### config.mk
export PLATFORM = sky130hd
export DESIGN_NAME = upcounter_ctrl
export DESIGN_NICKNAME = d
export VERILOG_FILES = /design/src/rtl/upcounter_ctrl.sv
export SDC_FILE = /design/constraint.sdc
export NUM_CORES = 1
export LEC_CHECK = 0
export CAP_MARGIN = 15
export CELL_PAD_IN_SITES_DETAIL_PLACEMENT = 2
export CELL_PAD_IN_SITES_GLOBAL_PLACEMENT = 2
export CORE_ASPECT_RATIO = 1.25
export CORE_UTILIZATION = 44
export CTS_BUF_LIST = sky130_fd_sc_hd__clkbuf_4 sky130_fd_sc_hd__clkbuf_8
export DETAILED_ROUTE_END_ITERATION = 6
export GPL_ROUTABILITY_DRIVEN = 0
export PLACE_DENSITY = 0.89
export SETUP_SLACK_MARGIN = 0.02
export SKIP_CTS_REPAIR_TIMING = 1
export SLEW_MARGIN = 20
export SYNTH_ARGS = -nofsm -noshare
export SYNTH_HDL_FRONTEND = slang
export SYNTH_HIERARCHICAL = 1
export SYNTH_SLANG_ARGS = --single-unit
### constraint.sdc
create_clock -name clk -period 4.6 [get_ports clk]
set_clock_uncertainty 0.05 [all_clocks]
set_input_delay 0.92 -clock clk [delete_from_list [all_inputs] [get_ports clk]]
set_output_delay 0.92 -clock clk [all_outputs]
set_load 0.01 [all_outputs]
### src/rtl/upcounter_ctrl.sv
// -----------------------------------------------------------------------------
// upcounter_ctrl
//   Run/stop/clear controller for the 0..COUNT_MAX up-counter that feeds the
//   4-digit FND display path. Two raw push-buttons are synchronised,
//   debounced and rising-edge detected. A STOP/RUN/CLEAR state machine
//   sequences the counter. A prescaler derives the count-enable tick from
//   the system clock.
//
//   Ports:
//     clk           in   system clock, all logic on the rising edge
//     reset         in   asynchronous active-low reset
//     btn_run_stop  in   raw run/stop button, active-high, asynchronous
//     btn_clear     in   raw clear button, active-high, asynchronous
//     count[13:0]   out  current count 0..COUNT_MAX, registered
//     o_run         out  high while the FSM is in RUN, registered
//     o_tick        out  one-clock pulse on every increment, registered
// -----------------------------------------------------------------------------

// Button conditioner: 2-FF synchroniser, debounce filter, rising-edge pulse.
module upcounter_ctrl_btn #(
  parameter int unsigned DEBOUNCE_CYC = 1_000_000
) (
  input  logic clk,
  input  logic rst_n,
  input  logic btn_raw,
  output logic btn_edge
);

  localparam int unsigned DW = (DEBOUNCE_CYC > 1) ? $clog2(DEBOUNCE_CYC) : 1;
  localparam logic [DW-1:0] DB_LAST = DW'(DEBOUNCE_CYC - 1);

  logic          sync1_q, sync1_d;
  logic          sync2_q, sync2_d;
  logic          level_q, level_d;
  logic          level_prev_q, level_prev_d;
  logic [DW-1:0] db_cnt_q, db_cnt_d;

  // Next-state logic for synchroniser, debounce filter and edge history.
  always_comb begin
    sync1_d      = btn_raw;
    sync2_d      = sync1_q;
    level_prev_d = level_q;
    level_d      = level_q;
    db_cnt_d     = '0;
    // The counter only runs while the synced input disagrees with the
    // accepted level; any agreement restarts the stability window.
    if (sync2_q != level_q) begin
      if (db_cnt_q == DB_LAST) begin
        level_d  = sync2_q;
        db_cnt_d = '0;
      end else begin
        level_d  = level_q;
        db_cnt_d = db_cnt_q + DW'(1);
      end
    end else begin
      level_d  = level_q;
      db_cnt_d = '0;
    end
  end

  // Conditioner registers.
  always_ff @(posedge clk or negedge rst_n) begin
    if (!rst_n) begin
      sync1_q      <= 1'b0;
      sync2_q      <= 1'b0;
      level_q      <= 1'b0;
      level_prev_q <= 1'b0;
      db_cnt_q     <= '0;
    end else begin
      sync1_q      <= sync1_d;
      sync2_q      <= sync2_d;
      level_q      <= level_d;
      level_prev_q <= level_prev_d;
      db_cnt_q     <= db_cnt_d;
    end
  end

  // Press pulse: accepted level rose on the previous clock; release is silent.
  assign btn_edge = level_q & ~level_prev_q;

endmodule

module upcounter_ctrl #(
  parameter int unsigned TICK_DIV     = 10_000_000,
  parameter int unsigned DEBOUNCE_CYC = 1_000_000,
  parameter int unsigned COUNT_MAX    = 9999
) (
  input  logic        clk,
  input  logic        reset,
  input  logic        btn_run_stop,
  input  logic        btn_clear,
  output logic [13:0] count,
  output logic        o_run,
  output logic        o_tick
);

  localparam int unsigned PW = (TICK_DIV > 1) ? $clog2(TICK_DIV) : 1;
  localparam logic [PW-1:0] PRESC_LAST = PW'(TICK_DIV - 1);
  localparam logic [13:0]   CNT_MAX    = 14'(COUNT_MAX);

  typedef enum logic [1:0] {
    ST_STOP  = 2'd0,
    ST_RUN   = 2'd1,
    ST_CLEAR = 2'd2
  } state_t;

  state_t        state_q, state_d;
  logic [PW-1:0] presc_q, presc_d;
  logic [13:0]   count_q, count_d;
  logic          run_q, run_d;
  logic          tick_q, tick_d;
  logic          run_edge;
  logic          clear_edge;

  upcounter_ctrl_btn #(.DEBOUNCE_CYC(DEBOUNCE_CYC)) u_btn_run (
    .clk      (clk),
    .rst_n    (reset),
    .btn_raw  (btn_run_stop),
    .btn_edge (run_edge)
  );

  upcounter_ctrl_btn #(.DEBOUNCE_CYC(DEBOUNCE_CYC)) u_btn_clear (
    .clk      (clk),
    .rst_n    (reset),
    .btn_raw  (btn_clear),
    .btn_edge (clear_edge)
  );

  // FSM next-state: clear beats run in STOP; edges in CLEAR are dropped.
  always_comb begin
    state_d = state_q;
    case (state_q)
      ST_STOP: begin
        if (clear_edge) begin
          state_d = ST_CLEAR;
        end else if (run_edge) begin
          state_d = ST_RUN;
        end else begin
          state_d = ST_STOP;
        end
      end
      ST_RUN: begin
        if (run_edge) begin
          state_d = ST_STOP;
        end else begin
          state_d = ST_RUN;
        end
      end
      ST_CLEAR: state_d = ST_STOP;
      default:  state_d = ST_STOP;
    endcase
  end

  // FSM state register.
  always_ff @(posedge clk or negedge reset) begin
    if (!reset) begin
      state_q <= ST_STOP;
    end else begin
      state_q <= state_d;
    end
  end

  // Datapath next values; driven by the current state so a stop request on a
  // terminal prescaler clock still lets that increment through.
  always_comb begin
    presc_d = presc_q;
    count_d = count_q;
    tick_d  = 1'b0;
    case (state_q)
      ST_RUN: begin
        if (presc_q == PRESC_LAST) begin
          presc_d = '0;
          tick_d  = 1'b1;
          if (count_q >= CNT_MAX) begin
            count_d = 14'd0;
          end else begin
            count_d = count_q + 14'd1;
          end
        end else begin
          presc_d = presc_q + PW'(1);
          count_d = count_q;
        end
      end
      ST_CLEAR: begin
        presc_d = '0;
        count_d = 14'd0;
      end
      // STOP holds the partial prescaler period so RUN resumes in phase.
      default: begin
        presc_d = presc_q;
        count_d = count_q;
      end
    endcase
    run_d = (state_d == ST_RUN);
  end

  // Datapath and output registers.
  always_ff @(posedge clk or negedge reset) begin
    if (!reset) begin
      presc_q <= '0;
      count_q <= 14'd0;
      run_q   <= 1'b0;
      tick_q  <= 1'b0;
    end else begin
      presc_q <= presc_d;
      count_q <= count_d;
      run_q   <= run_d;
      tick_q  <= tick_d;
    end
  end

  assign count  = count_q;
  assign o_run  = run_q;
  assign o_tick = tick_q;

endmodule
# [Word level (Yosys, flattened, before mapping)]
# Index checks and enable logic that the tools add are counted.
[classes] add_sub_neg=4 magnitude_cmp=1 eq_ne=9 mux=15 bitwise=4 reduce_logical=5
[ops] operator="$mux 20" n=4
[ops] operator="$pmux 24 s2" n=1
[ops] operator="$add 20x1->20 const B" n=2
[ops] operator="$eq 20x20->1 const B" n=2
[ops] operator="$mux 14" n=2
[ops] operator="$pmux 14 s2" n=1
[ops] operator="$add 24x1->24 const B" n=1
[ops] operator="$eq 24x24->1 const B" n=1
[ops] operator="$mux 24" n=1
[ops] operator="$add 14x1->14 const B" n=1
[ops] operator="$ge 14x14->1 const B" n=1
[ops] operator="$reduce_and 2->1" n=3
[ops] operator="$eq 2x1->1 const B" n=2
[ops] operator="$mux 1" n=4
[ops] operator="$pmux 2 s2" n=1
[ops] operator="$and 1x1->1" n=2
[ops] operator="$eq 2x2->1 const B" n=1
[ops] operator="$logic_not 2->1" n=1
[ops] operator="$mux 2" n=1
[ops] operator="$ne 1x1->1" n=2
[ops] operator="$ne 2x2->1 const B" n=1
[ops] operator="$not 1->1" n=2
[ops] operator="$reduce_bool 2->1" n=1
[totals] register_bits=90 word_cells=53

# [Depth between registers and ports, before layout]
[depth] word_depth=6 mapped_depth=9 mapped_depth_nobuf=7

# [Modules after synthesis]
# The synthesis kept the hierarchy.
[modules_own_cells] module="upcounter_ctrl" instances=1 cells_each=241 area_per_inst_um2=2302.2
[modules_own_cells] module="upcounter_ctrl_btn" instances=2 cells_each=108 area_per_inst_um2=1146.1

# [Worst setup path after synthesis]
# No wires, ideal clock.
[synth_timing] path_kind="reg2reg" start="register presc_q[0]" end="register presc_q[14]" setup_ps=119 t_arrival_ps=1783 t_required_ps=4431 path_slack_ps=2648 stages_incl_launch_ff=10 n_path_buf=3 synth_period_minus_slack_ps=1952 cell_sequence="dfrtp_1 > ha_1 > and3_1 > buf_2 > nand4_2 > o21ai_2 > and2_1 > clkbuf_1 > buf_4 > nor2_1"
[synth_between] elab_chain_cells=3
[synth_rtl] item="from (decl)" line="108" rtl="logic [PW-1:0] presc_q, presc_d;"
[synth_rtl] item="from (signal assigned)" line="205" rtl="presc_q <= presc_d;"
[synth_rtl] item="$add 24x1->24 or $eq 24x24->1 (tied branches)" line="180, 171"
[synth_rtl] item="$mux 24 (*)" line="171" rtl="if (presc_q == PRESC_LAST) begin"
[synth_rtl] item="$pmux 24 s2 (*)" line="169" rtl="case (state_q)"
# Mark *: on every way between the ends. The rest lies on a longest branch, timed or not.
# A chain may end at the register's enable or synchronous reset.

# [Worst setup path after layout]
[layout_timing] start="register presc_q[0]" end="register count_q[10], in the netlist count[10]"
[layout_between] elab_chain_cells=3
[layout_rtl] item="$eq 24x24->1" line="171"
[layout_rtl] item="$ne 2x2->1 (no source line)"
[layout_rtl] item="$reduce_and 2->1 (no source line)"
[layout_rtl] item="to (signal assigned)" line="206" rtl="count_q <= count_d;"
[layout_rtl] item="to (decl)" line="109" rtl="logic [13:0] count_q, count_d;"
# Every way passes these cells.

==> run_results.csv <==
group,metric,value,unit
power,p_per_area,293,nW/um^2
sta,hold_viol_final,0,
detailed_routing,dr.pass1.iters,4,
detailed_routing,drt-initial-drc-count,134,
setup_path,reg2regPathDepth,6,
yosys,synthMuxAreaShare,0.953,%
yosys,yosysSeqAreaShare,49.0,%
sta,worst_pin_slew,1.08,ns
final_layout,n_antenna_cell,0,
setup_path,critPathLaunch,"presc_q[0]",
power,swShare,22.5,%
yosys,yosys-top-cells-area,"dfrtp_1, nor2_1, xnor2_1",
clock_network,cts_max_path_buffers,2,
sta,slew_headroom,27.7,%
placed_design,placed_cell_area,4890,um^2
power,p_sw,0.339,mW
clock_network,cts_root_buf,"clkbuf_8",
yosys,synthTopCellsByCount,"dfrtp_1, nor2_1, nand2_1",
setup_path,rr_startpoint,"presc_q[0]",
setup_path,cp-end-kind,"register",
clock_network,clock_sinks,90,
yosys,yosys_warnings,6,
global_route,grt_pass1_vias,4114,
placed_design,io_buffer_count,19,
yosys,avgSynthCellArea,10.1,um^2
detailed_routing,drtAntennaViolNets,0,
setup_path,cp.required,4.84,ns
sta,worst_slack,1.98,ns
clock_network,tritoncts,"built",
die,row_count,41,
yosys,synth.top_cell.area_share,49.0,%
placed_design,hpwlAfterDp,8.64,mm
yosys,syn_inst,457,
hold_path,hp-start,"u_btn_clear/sync1_q",
die,dieWidth,93.4,um
power,pwr-share-seq,53.4,%
global_route,grt_max_degree,65,
final_layout,fin_nets,487,
sta,tns,0,ns
power,finalPower,1.50,mW
detailed_routing,wl_per_cell,21.2,um
yosys,synth_fa_ha_area_share,1.91,%
yosys,synth-compound-area-share,10.9,%
die,die_area,10900,um^2
sta,finalMaxSlewViolations,0,
final_layout,fin_area,5130,um^2
power,p_int,1.17,mW
detailed_routing,viasPerCell,6.01,
die,die_y,116,um
yosys,synth_edf_count,0,
sta,layout_min_cycle_time,2.62,ns
yosys,syn_nets,468,
detailed_routing,wl,12.9,mm
detailed_routing,drc,0,
hold_path,worstHoldPathType,"reg2reg",
clock_network,clk_pin_slew,0.09,ns
clock_network,clkLatencyLatePin,0.37,ns
clock_network,cts_made_buffers,9,
global_route,antenna_found_initial,0,
yosys,async_flop_share,100,%
yosys,yosysMostFrequentCell,"dfrtp_1",
yosys,synth_top_family_by_area,"simple AND/OR/NAND/NOR gates",
die,core_area,10100,um^2
final_layout,synthToLayoutAreaGrowth,11.6,%
final_layout,fill_cells,1048,
setup_path,critPathKind,"reg2reg",
power,p_leak,2.16,nW
yosys,yosys.area_share.xor_xnor,7.63,%
global_route,grt.total_usage,25.8,%
sta,whs,0.314,ns
flow_run,drv_cap,0,
yosys,yosysUniqueCellTypes,51,
global_route,overflow,0,
setup_path,startpoint_type,"register",
sta,rsz0062_at_grt,"false",
yosys,ys_seq_elements,90,
power,p_comb_share,2.3,%
detailed_routing,via_count,3667,
yosys,netlist_area,4590,um^2
setup_path,cp_data_arrival_time,2.86,ns
yosys,yosys.area_share.simple,27.6,%
power,ir_drop,0.000139,V
setup_path,crit_fanout,19,
clock_network,htree_levels,3,
die,start_util,45.5,%
global_route,grt_pass1_wl,21.5,mm
yosys,ys.flop_type,"dfrtp_1",
sta,min_period_over_period,57.1,%
final_layout,drive_gt1_share,7.48,%
placed_design,pre_cts_ws,1.97,ns
run_status,status,"completed",
hold_path,hold_depth,0,
power,p_clk_share,44.3,%
yosys,synth_top_area_cell,"dfrtp_1",
sta,finalSetupViolCount,0,
sta,timing.fmax,381,MHz
die,io_pins,20,
==> layout by cell type, fill, tap and decap left out, types with 2 or more instances in the layout <==
cell              n
bufinv_16         3
or3_1            12
inv_1             8
nand3_4           2
xnor2_1          23
dfrtp_1          90
and3_2            2
and4_1           12
and2_1            3
a21o_1            4
nand3_1          27
o31ai_1           5
clkbuf_8          9
clkinvlp_4        3
a211o_1           2
nor4_1            9
nor3b_1           5
a21oi_1          15
nor3_1            9
nor2_1           54
or4_1             6
nand2_1          37
a22o_1            6
o41ai_4           2
nand4_1           7
a31oi_1           5
and3_1           15
nor4b_1           5
nand4_2           3
o21ai_0          24
xor2_1           17
clkdlybuf4s50_1  18
mux2_2            3
buf_4             2
a41oi_1           2
nand4b_1          2
nor2b_1           7
ha_1              7
nor4_4            2
==> power groups by stage <==
| stage | Clock [mW] | Sequential (mW) | Combinational [mW] |
|---|---|---|---|
| detailed placement | 0 | 0.818 | 0.0363 |
| finish | 0.667 | 0.802 | 0.0348 |
| global placement | 0 | 0.817 | 0.0350 |
| CTS | 0.679 | 0.802 | 0.0369 |
| global route | 0.704 | 0.803 | 0.0393 |
| floorplan | 0 | 0.816 | 0.0129 |
==> kinds of logic (layout without fill, tap and decap cells) <==
family          count (synthesis)  count (layout)
buf+inv                        20              44
simple gates                  223             223
xor+xnor                       40              40
compound gates                 73              73
flops                          90              90
fa+ha+maj                       7               7
mux                             4               4
==> final cells by class <==
cell class / instances / area (um^2) / share of cell area (%)
well taps: 129 / 161 / 3.15
clock buffers: 9 / 124 / 2.42
repair buffers: 20 / 195 / 3.81
multi-input cells: 347 / 2250 / 43.8
inverters: 8 / 30.0 / 0.586
flip-flops and latches: 90 / 2250 / 43.9
clock inverters: 7 / 118 / 2.29
==> per-stage QoR <==
| stage | std cells | util [%] |
|---|---|---|
| 5_1_grt | 610 | 50.7 |
| 4_1_cts | 610 | 50.7 |
| 2_1_floorplan | 457 | - |
| 3_5_place_dp | 594 | 48.3 |
| 6_report | 610 | 50.7 |
| 3_3_place_gp | 594 | 48.3 |
==> worst paths after layout <==
check                           slack, ns                     end
worst max-delay path                 1.98               count[10]
worst min-delay path                 0.31     u_btn_clear/sync2_q
worst max register to register       1.98               count[10]
worst min register to register       0.31     u_btn_clear/sync2_q
max in group asynchronous            3.00              presc_q[2]
min in group asynchronous            0.59  u_btn_run/db_cnt_q[17]
==> flip-flops by register name (all words and copies together) (netlist names) <==
register,flops
count,14
o_run,1
o_tick,1
presc_q,24
state_q,2
u_btn_clear/db_cnt_q,20
u_btn_clear/level_prev_d,1
u_btn_clear/level_prev_q,1
u_btn_clear/sync1_q,1
u_btn_clear/sync2_q,1
u_btn_run/db_cnt_q,20
u_btn_run/level_prev_d,1
u_btn_run/level_prev_q,1
u_btn_run/sync1_q,1
u_btn_run/sync2_q,1
==> worst max-delay path: stages (launching register included) <==
cell	delay, ns
dfrtp_1	0.43
ha_1	0.21
and3_1	0.32
nand4_2	0.24
nor4_4	0.87
a41oi_1	0.22
a31oi_1	0.20
==> per-layer routing <==
layer / part of all wire, % / vias to the layer above / GRT usage, %
li1: - / 1691 / -
met4: 1.9 / 0 / 9.95
met1: 41 / 1904 / 29.4
met3: 2.1 / 21 / 3.97
met2: 55 / 51 / 48.4
met5: 0 / - / 0
No activity file was read; power rests on OpenSTA's default activity.
